`src/rtl/lif_neuron_core.sv`:
```
// Single leaky integrate-and-fire neuron: saturating 6-bit membrane, programmable
// leak period and threshold, one-cycle spike followed by a fixed refractory window.
module lif_neuron_core #(
    parameter int VW        = 6,
    parameter int WW        = 3,
    parameter int REFRAC    = 2,
    parameter int THRES_RST = 32
) (
    input  logic          clk,
    input  logic          rst_n,
    input  logic [WW-1:0] i_wspike,
    input  logic          i_svalid,
    input  logic [3:0]    i_State,
    input  logic          i_recc,
    input  logic [VW-1:0] i_Thres,
    input  logic          i_Thres_valid,
    output logic [VW-1:0] o_V,
    output logic          o_spike
);

    typedef enum logic [0:0] {
        ST_INTEG = 1'b0,
        ST_REFR  = 1'b1
    } state_t;

    localparam logic [VW-1:0] V_ZERO     = {VW{1'b0}};
    localparam logic [VW-1:0] V_ONE      = {{(VW-1){1'b0}}, 1'b1};
    localparam logic [VW-1:0] V_MAX      = {VW{1'b1}};
    localparam logic [VW-1:0] THRES_INIT = VW'(THRES_RST);
    localparam logic [3:0]    REFRAC_LD  = 4'(REFRAC);

    // Unsigned add clamped at full scale.
    function automatic logic [VW-1:0] sat_add(input logic [VW-1:0] v, input logic [WW-1:0] w);
        logic [VW:0] sum_s;
        sum_s = {1'b0, v} + {1'b0, {(VW-WW){1'b0}}, w};
        if (sum_s[VW]) begin
            return V_MAX;
        end else begin
            return sum_s[VW-1:0];
        end
    endfunction

    // Unsigned subtract clamped at zero.
    function automatic logic [VW-1:0] sat_sub(input logic [VW-1:0] v, input logic [WW-1:0] w);
        logic [VW-1:0] w_ext_s;
        w_ext_s = {{(VW-WW){1'b0}}, w};
        if (v >= w_ext_s) begin
            return v - w_ext_s;
        end else begin
            return V_ZERO;
        end
    endfunction

    state_t        state_r;
    logic [VW-1:0] v_r;
    logic          spike_r;
    logic [3:0]    ref_cnt_r;
    logic [VW-1:0] thres_r;
    logic [3:0]    leak_cnt_r;

    logic          tick_s;
    logic [3:0]    leak_nxt_s;
    logic [VW-1:0] va_s;
    logic [VW-1:0] vn_s;
    logic          fire_s;

    // Leak tick: >= rather than == so a shortened period ticks at once instead of wrapping.
    always_comb begin
        tick_s     = 1'b0;
        leak_nxt_s = 4'd0;
        if (i_State == 4'd0) begin
            tick_s     = 1'b0;
            leak_nxt_s = 4'd0;
        end else if (leak_cnt_r >= (i_State - 4'd1)) begin
            tick_s     = 1'b1;
            leak_nxt_s = 4'd0;
        end else begin
            tick_s     = 1'b0;
            leak_nxt_s = leak_cnt_r + 4'd1;
        end
    end

    // Integration datapath: input event first, then leak, then threshold compare.
    always_comb begin
        va_s   = v_r;
        vn_s   = v_r;
        fire_s = 1'b0;
        if (i_svalid) begin
            if (i_recc) begin
                va_s = sat_sub(v_r, i_wspike);
            end else begin
                va_s = sat_add(v_r, i_wspike);
            end
        end else begin
            va_s = v_r;
        end
        if (tick_s && (va_s != V_ZERO)) begin
            vn_s = va_s - V_ONE;
        end else begin
            vn_s = va_s;
        end
        if ((state_r == ST_INTEG) && (thres_r != V_ZERO) && (vn_s >= thres_r)) begin
            fire_s = 1'b1;
        end else begin
            fire_s = 1'b0;
        end
    end

    // Leak counter runs regardless of integrate/refractory state.
    always_ff @(posedge clk or negedge rst_n) begin
        if (!rst_n) begin
            leak_cnt_r <= 4'd0;
        end else begin
            leak_cnt_r <= leak_nxt_s;
        end
    end

    // Threshold register; the same-cycle fire compare still sees the old value.
    always_ff @(posedge clk or negedge rst_n) begin
        if (!rst_n) begin
            thres_r <= THRES_INIT;
        end else if (i_Thres_valid) begin
            thres_r <= i_Thres;
        end else begin
            thres_r <= thres_r;
        end
    end

    // Integrate / refractory FSM with registered potential and spike.
    always_ff @(posedge clk or negedge rst_n) begin
        if (!rst_n) begin
            state_r   <= ST_INTEG;
            v_r       <= V_ZERO;
            spike_r   <= 1'b0;
            ref_cnt_r <= 4'd0;
        end else begin
            case (state_r)
                ST_INTEG: begin
                    if (fire_s) begin
                        v_r       <= V_ZERO;
                        spike_r   <= 1'b1;
                        ref_cnt_r <= REFRAC_LD;
                        state_r   <= ST_REFR;
                    end else begin
                        v_r       <= vn_s;
                        spike_r   <= 1'b0;
                        ref_cnt_r <= 4'd0;
                        state_r   <= ST_INTEG;
                    end
                end
                ST_REFR: begin
                    v_r     <= V_ZERO;
                    spike_r <= 1'b0;
                    if (ref_cnt_r <= 4'd1) begin
                        ref_cnt_r <= 4'd0;
                        state_r   <= ST_INTEG;
                    end else begin
                        ref_cnt_r <= ref_cnt_r - 4'd1;
                        state_r   <= ST_REFR;
                    end
                end
                default: begin
                    v_r       <= V_ZERO;
                    spike_r   <= 1'b0;
                    ref_cnt_r <= 4'd0;
                    state_r   <= ST_INTEG;
                end
            endcase
        end
    end

    assign o_V     = v_r;
    assign o_spike = spike_r;

    lif_neuron_core_chk #(
        .VW(VW)
    ) u_chk (
        .clk     (clk),
        .rst_n   (rst_n),
        .v       (v_r),
        .spike   (spike_r),
        .in_refr (state_r == ST_REFR)
    );

endmodule

// Invariant checker for the neuron core outputs.
module lif_neuron_core_chk #(
    parameter int VW = 6
) (
    input logic          clk,
    input logic          rst_n,
    input logic [VW-1:0] v,
    input logic          spike,
    input logic          in_refr
);

    a_spike_clears_v : assert property (@(posedge clk) disable iff (!rst_n) spike |-> (v == {VW{1'b0}}));
    a_no_back_to_back : assert property (@(posedge clk) disable iff (!rst_n) spike |=> !spike);
    a_refr_holds_zero : assert property (@(posedge clk) disable iff (!rst_n) in_refr |-> (v == {VW{1'b0}}));

endmodule

```
`config.mk`:
```
export PLATFORM = sky130hd
export DESIGN_NAME = lif_neuron_core
export DESIGN_NICKNAME = d
export VERILOG_FILES = /design/src/rtl/lif_neuron_core.sv
export SDC_FILE = /design/constraint.sdc
export NUM_CORES = 1
export LEC_CHECK = 0
export BUFFER_PORTS_ARGS = -buffer_cell sky130_fd_sc_hd__buf_4
export CELL_PAD_IN_SITES_DETAIL_PLACEMENT = 0
export CELL_PAD_IN_SITES_GLOBAL_PLACEMENT = 1
export CORE_UTILIZATION = 35
export DETAILED_ROUTE_END_ITERATION = 16
export HOLD_SLACK_MARGIN = 0.12
export PLACE_DENSITY = 0.72
export SLEW_MARGIN = 20
export SYNTH_ARGS = -nofsm -noshare
export SYNTH_HDL_FRONTEND = slang
export SYNTH_SLANG_ARGS = --single-unit
export TNS_END_PERCENT = 10
```
`constraint.sdc`:
```
create_clock -name clk -period 4.8 [get_ports clk]
set_input_delay 0.72 -clock clk [delete_from_list [all_inputs] [get_ports clk]]
set_output_delay 0.72 -clock clk [all_outputs]
set_load 0.02 [all_outputs]
```
==> impl_metrics.py, run 1 <==
metrics = {
    "outcome": {
        "status": "finished, final reports clean",
    },
    "global_route": {
        "grtUsageMet2_pct": 26.7,
        "grt.met1_usage_pct": 18.9,
        "grt_pass1_wl_um": 7270,
        "grtUsageMet3_pct": 1.68,
        "grt_pass1_vias": 1624,
        "antenna_found_initial": 0,
        "grt_start_max_net_pins": 23,
        "overflow": 0,
        "grtUsageTotal_pct": 15.3,
        "grt.busiest_layer": "met2",
    },
    "sta": {
        "slew_viol_final": 0,
        "fin_crit_sh_pct": 89.5,
        "skew_ps": 7.86,
        "worst_pin_slew_ps": 613,
        "hold_viol_final": 0,
        "whs_ps": 325,
        "setup_tns_ps": 0,
        "finalCriticalPeriod_ps": 4290,
        "finalSetupViolCount": 0,
        "max_freq_ghz": 0.233,
        "rsz0062_at_grt": "false",
        "slew_headroom_pct": 58.8,
    },
    "layout": {
        "multiInputGateArea_um2": 1260,
        "final_util_pct": 42.9,
        "layout-area-overhead-vs-synth_pct": 16.3,
        "drive_gt1_share_pct": 20.2,
        "final_common_cell": "buf_4",
        "fin_nets": 281,
        "fill_cells": 542,
        "diodes": 0,
        "final-seq-area_um2": 552,
        "layout_common_cells": "buf_4 (24), inv_1 (22), ha_1 (22)",
    },
    "hold_path": {
        "hp-class": "in2async",
    },
    "placed_design": {
        "io_buffers": 24,
        "dp_hpwl_um": 3300,
        "gp_congestion": 0.814,
    },
    "clock_tree": {
        "clk_pin_slew_ps": 80,
        "cts_inserted_buffers": 3,
        "htreeDepth": 1,
        "clock_sinks": 22,
        "clk_latency_ps": 270,
        "clockBufferDepth": 2,
        "clock-root-buffer": "clkbuf_8",
        "hold_buffers": 0,
        "cts_tree": "built",
    },
    "logic_synthesis": {
        "synthArstFlopShare_pct": 100,
        "ys_top_cells_by_area": "dfrtp_1 (27%), ha_1 (14%), inv_1 (4.3%)",
        "synthXorXnorAreaFrac_pct": 3.19,
        "syn_area_per_cell_um2": 8.89,
        "syn_inst": 216,
        "ys.flop_type": "dfrtp_1",
        "synth_cell_types": 63,
        "yosysWarnings": 0,
        "netlist_area_um2": 1920,
        "yosysTopAreaCell": "dfrtp_1",
        "synth_compound_area_share_pct": 22.3,
        "synthMuxAreaShare_pct": 1.37,
        "ys_seq_area_share_pct": 28.7,
        "synthSimpleGateAreaFrac_pct": 22.1,
        "synth_top_family_by_area": "compound AO/OA/AOI/OAI gates",
        "synth_fp_nets": 258,
        "synth_fa_ha_area_share_pct": 16.4,
        "ys_seq_elements": 22,
        "yosysTopAreaCellShare_pct": 27.4,
        "synth_edf_count": 0,
    },
    "setup_path": {
        "crit_fanout": 6,
        "worst-path-buf-inv": 2,
        "crit_path_start_kind": "input port",
        "cp_common_cell": "ha_1",
        "critical_path_class": "in2reg",
        "cpLargestDelayFamily": "compound AO/OA/AOI/OAI gates",
        "slowest_stage": "fa_1",
        "cp_cell_sequence": "buf_4 > ha_1 > inv_1 > fa_1 > a21boi_0 > a41o_1 > a211oi_2 > a21oi_2 > ha_1 > nand3_1 > a21o_1 > o21ai_2 > xnor2_1 > ha_1 > nand2b_1 > a211oi_1 > o21bai_1 > nand4b_1 > nand3b_1 > a211oi_1",
        "arrival_ps": 4470,
        "crit_path_end_kind": "flop",
        "max_stage_delay_ps": 450,
        "worstPathRequired_ps": 4970,
    },
    "detailed_routing": {
        "dr_total_vias": 1603,
        "first_pass_iters": 4,
        "drt_first_iter_violations": 73,
        "drt-total-wl_um": 4070,
        "drc_errors": 0,
        "ant_nets": 0,
        "viasPerCell": 5.20,
        "wl_per_cell_um": 13.2,
    },
    "run": {
        "max-cap-violations": 0,
    },
    "die": {
        "die_area_um2": 5790,
        "core_area_um2": 5200,
        "boundaryPins": 25,
        "fp-row-count": 26,
        "start_util_pct": 36.9,
        "die_h_um": 76.1,
        "die_w_um": 76.1,
    },
    "power": {
        "peakVddDrop_v": 0.000297,
        "p_total_mw": 1.17,
        "p_per_area_nw_per_um2": 526,
        "p_leak_nw": 1.08,
    },
}
==> metal layers <==
metal  wire length [um]  up-vias
met3                115        9
met4                 99        0
met1               1890      749
met5                  0        -
li1                   -      815
met2               1970       30
==> cell families after synthesis <==
kind of cell,after synthesis
and+or+nand+nor,74
AOI/OAI and AO/OA,59
buffers and inverters,28
adders and majority gates,24
DFF,22
xor gates and xnor gates,7
muxes,2
==> stage by stage <==
step | std cells | area [um2] | setup slack, ps
floorplan | 216 | 1920 | 759
global placement | 304 | 2160 | 223
detailed placement | 304 | 2160 | 145
CTS | 308 | 2230 | 408
global route | 308 | 2230 | 77.6
finish | 308 | 2230 | 506
==> cell type report <==
cell class,count,area share (%)
flip-flops and latches,22,24.7
clock buffers,3,1.85
inverters,22,3.70
multi-input cells,166,56.4
clock inverters,1,1.34
well taps,70,3.92
repair buffers,24,8.07
==> synthesized netlist by cell type, types with 3 or more instances <==
library cell,n
nor3_1,6
nand2b_1,3
ha_1,22
o21ai_1,3
nor2b_1,4
xnor2_1,6
nor2_1,17
dfrtp_1,21
nand3_1,3
a211oi_1,6
o21ai_0,12
nand2_1,18
buf_2,3
a21oi_1,9
inv_1,22
==> registers in the layout, summed over array words and instances, names as in the netlist <==
| name | cells |
|---|---|
| o_V | 6 |
| thres_r | 6 |
| leak_cnt_r | 4 |
| ref_cnt_r | 4 |
| o_spike | 1 |
| state_r | 1 |
==> final timing paths <==
kind / endpoint / slack (ps) / from / depth (start not counted)
worst min register to register: leak_cnt_r[0] / 490 / leak_cnt_r[0] / 1
max in group asynchronous: thres_r[5] / 4200 / rst_n / 1
worst max register to register: o_V[1] / 540 / o_V[0] / 20
worst max-delay path: o_V[1] / 510 / i_wspike[0] / 20
min in group clk: leak_cnt_r[0] / 490 / leak_cnt_r[0] / 1
worst min-delay path: o_spike / 320 / rst_n / 1
==> timing repair <==
item,in CTS,in global routing
buffers inserted,0,0
setup endpoints to repair,0,1
hold endpoints to repair,0,0
gates resized for setup,0,1
==> where the power goes <==
group	switching, mW	total (mW)	internal (mW)
combinational	0.384	0.691	0.307
clock	0.0588	0.170	0.111
sequential	0.0671	0.313	0.246
Note: power is estimated with default switching activity, not from simulation.
==> inputs of run 2 (changes only) <==
--- a/config.mk
+++ b/config.mk
@@ -5,13 +5,14 @@
 export SDC_FILE = /design/constraint.sdc
 export NUM_CORES = 1
 export LEC_CHECK = 0
+export ABC_AREA = 1
 export BUFFER_PORTS_ARGS = -buffer_cell sky130_fd_sc_hd__buf_4
 export CELL_PAD_IN_SITES_DETAIL_PLACEMENT = 0
 export CELL_PAD_IN_SITES_GLOBAL_PLACEMENT = 1
 export CORE_UTILIZATION = 35
 export DETAILED_ROUTE_END_ITERATION = 16
 export HOLD_SLACK_MARGIN = 0.12
-export PLACE_DENSITY = 0.72
+export PLACE_DENSITY = 0.74
 export SLEW_MARGIN = 20
 export SYNTH_ARGS = -nofsm -noshare
 export SYNTH_HDL_FRONTEND = slang
==> run 2 against run 1 <==
Critical path depth increased by 7. Via count increased by 7.6%. Die area increased by 4.6%. Clock skew decreased by 3.1 ps. Global-route usage decreased by 0.47 points. Setup slack improved by 300 ps. Worst hold slack got worse by 1.1 ps. Power increased by 13%. First-iteration DRC count increased by 40%. Wire length increased by 1.7%. Clock power about the same. Fmax increased by 7.4%. Critical endpoint unchanged. Largest power group unchanged.
==> impl_metrics.py, run 2 <==
metrics = {
    "sta": {
        "whs_ps": 324,
        "slew_viol_final": 0,
        "skew_ps": 4.76,
        "finalSetupViolCount": 0,
        "slew_headroom_pct": 61.8,
        "rsz0062_at_grt": "false",
        "hold_viol_final": 0,
        "worst_pin_slew_ps": 569,
        "setup_tns_ps": 0,
        "max_freq_ghz": 0.250,
        "finalCriticalPeriod_ps": 4000,
        "fin_crit_sh_pct": 83.3,
    },
    "logic_synthesis": {
        "synth_commonest_cells": "nand2_1 (70), inv_1 (48), nand3_1 (23), ha_1 (22), dfrtp_1 (21)",
        "netlist_area_um2": 2010,
        "synth.most_common_cell": "nand2_1",
        "yosysWarnings": 0,
        "syn_area_per_cell_um2": 7.26,
        "ys_seq_area_share_pct": 27.4,
        "synth_edf_count": 0,
        "yosysTopAreaCellShare_pct": 26.1,
        "ys_top_cells_by_area": "dfrtp_1 (26%), ha_1 (14%), nand2_1 (13%)",
        "synth_fp_nets": 319,
        "ys.flop_type": "dfrtp_1",
        "ys_seq_elements": 22,
        "syn_inst": 277,
        "synthArstFlopShare_pct": 100,
        "yosysTopAreaCell": "dfrtp_1",
        "synth_cell_types": 34,
    },
    "placed_design": {
        "io_buffers": 24,
        "gp_congestion": 0.805,
        "dp_hpwl_um": 3400,
    },
    "clock_tree": {
        "hold_buffers": 0,
        "clock-root-buffer": "clkbuf_8",
        "clk_latency_ps": 260,
        "ctsResizeCount": 0,
        "clockBufferDepth": 2,
        "post_cts_buffers": 0,
        "clock_sinks": 22,
        "cts_tree": "built",
        "clk_pin_slew_ps": 80,
        "htreeDepth": 1,
        "cts_inserted_buffers": 3,
    },
    "layout": {
        "fin_nets": 345,
        "layout_common_cells": "nand2_1 (70), inv_1 (48), buf_4 (24)",
        "diodes": 0,
        "multiInputGateArea_um2": 1230,
        "final-seq-area_um2": 552,
        "final_common_cell": "nand2_1",
        "fill_cells": 584,
        "drive_gt1_share_pct": 18.5,
        "layout-area-overhead-vs-synth_pct": 15.7,
    },
    "setup_path": {
        "max_stage_delay_ps": 410,
        "arrival_ps": 4190,
        "critical_path_class": "in2reg",
        "cp_common_cell": "nand2_1",
        "crit_path_start_kind": "input port",
        "crit_path_end_kind": "flop",
        "worstPathRequired_ps": 4990,
        "crit_fanout": 6,
        "slowest_stage": "fa_1",
    },
    "global_route": {
        "grt_start_max_net_pins": 23,
        "overflow": 0,
        "grt_pass1_wl_um": 7170,
        "grt_pass1_vias": 1595,
        "antenna_found_initial": 0,
        "grtUsageTotal_pct": 14.9,
    },
    "die": {
        "start_util_pct": 36.3,
        "boundaryPins": 25,
        "die_h_um": 77.8,
        "core_area_um2": 5540,
        "die_w_um": 77.8,
        "fp-row-count": 27,
        "die_area_um2": 6060,
    },
    "detailed_routing": {
        "wl_per_cell_um": 11.1,
        "viasPerCell": 4.61,
        "drt-total-wl_um": 4140,
        "first_pass_iters": 4,
        "drc_errors": 0,
        "dr_total_vias": 1725,
        "drt_first_iter_violations": 102,
        "ant_nets": 0,
    },
    "outcome": {
        "status": "finished, final reports clean",
    },
    "power": {
        "peakVddDrop_v": 0.000258,
        "p_per_area_nw_per_um2": 573,
        "p_total_mw": 1.33,
        "p_leak_nw": 1.28,
    },
    "run": {
        "max-cap-violations": 0,
    },
    "hold_path": {
        "hp-class": "in2async",
    },
}
[run 2: stage by stage]
| stage | instances | instance area, um2 | utilization [%] | worst slack (ps) |
|---|---|---|---|---|
| 2_1_floorplan | 277 | 2010 | - | 1050 |
| 3_3_place_gp | 370 | 2260 | 40.7 | 558 |
| 3_5_place_dp | 370 | 2260 | 40.7 | 533 |
| 4_1_cts | 374 | 2330 | 42.0 | 786 |
| 5_1_grt | 374 | 2330 | 42.0 | 335 |
| 6_report | 374 | 2330 | 42.0 | 804 |
[run 2: cells by family (layout without fill, tap and decap cells)]
group	after synthesis	in the layout	synth area share, %
and+or+nand+nor	140	140	33.8
buffers and inverters	56	81	11.2
AOI/OAI and AO/OA	27	27	8.27
adders and majority gates	24	24	15.7
DFF	22	22	27.4
xor gates and xnor gates	7	7	3.05
muxes	1	1	0.560
[run 2: area by class of cell]
type / count / share of cell area (%)
clock inverter: 1 / 1.29
inverter: 53 / 8.55
multi-input combinational: 199 / 53.1
tap: 72 / 3.87
sequential: 22 / 23.7
clock buffer: 3 / 1.77
timing repair buffer: 24 / 7.74
[run 2: where the power goes]
part	internal (mW)	leakage [nW]	switching, mW
Combinational	0.324	0.967	0.525
Sequential	0.245	0.280	0.0679
Clock	0.111	0.0357	0.0597
Total	0.680	1.28	0.653
[run 2: worst paths after layout]
path,from,end,slack [ps],cells after the start
max in group asynchronous,rst_n,thres_r[5],4200,1
worst max register to register,o_V[0],o_V[1],890,28
worst min register to register,ref_cnt_r[3],ref_cnt_r[3],480,1
worst max-delay path,i_wspike[0],o_V[1],800,27
min in group clk,ref_cnt_r[3],ref_cnt_r[3],480,1
worst min-delay path,rst_n,ref_cnt_r[0],320,1
[run 2: per-layer routing]
| metal | vias up | track usage, % | share of wire, % |
|---|---|---|---|
| met5 | - | 0 | 0 |
| met4 | 0 | 3.96 | 1.3 |
| met3 | 7 | 1.65 | 2.1 |
| met2 | 18 | 23.0 | 43 |
| met1 | 778 | 21.7 | 54 |
| li1 | 922 | - | - |
[run 2: worst max-delay path, delay by kind of cell]
kind | cells | cell delay [ps]
compound gates | 5 | 540
fa+ha+maj | 4 | 1020
buf+inv | 2 | 210
simple gates | 16 | 1680
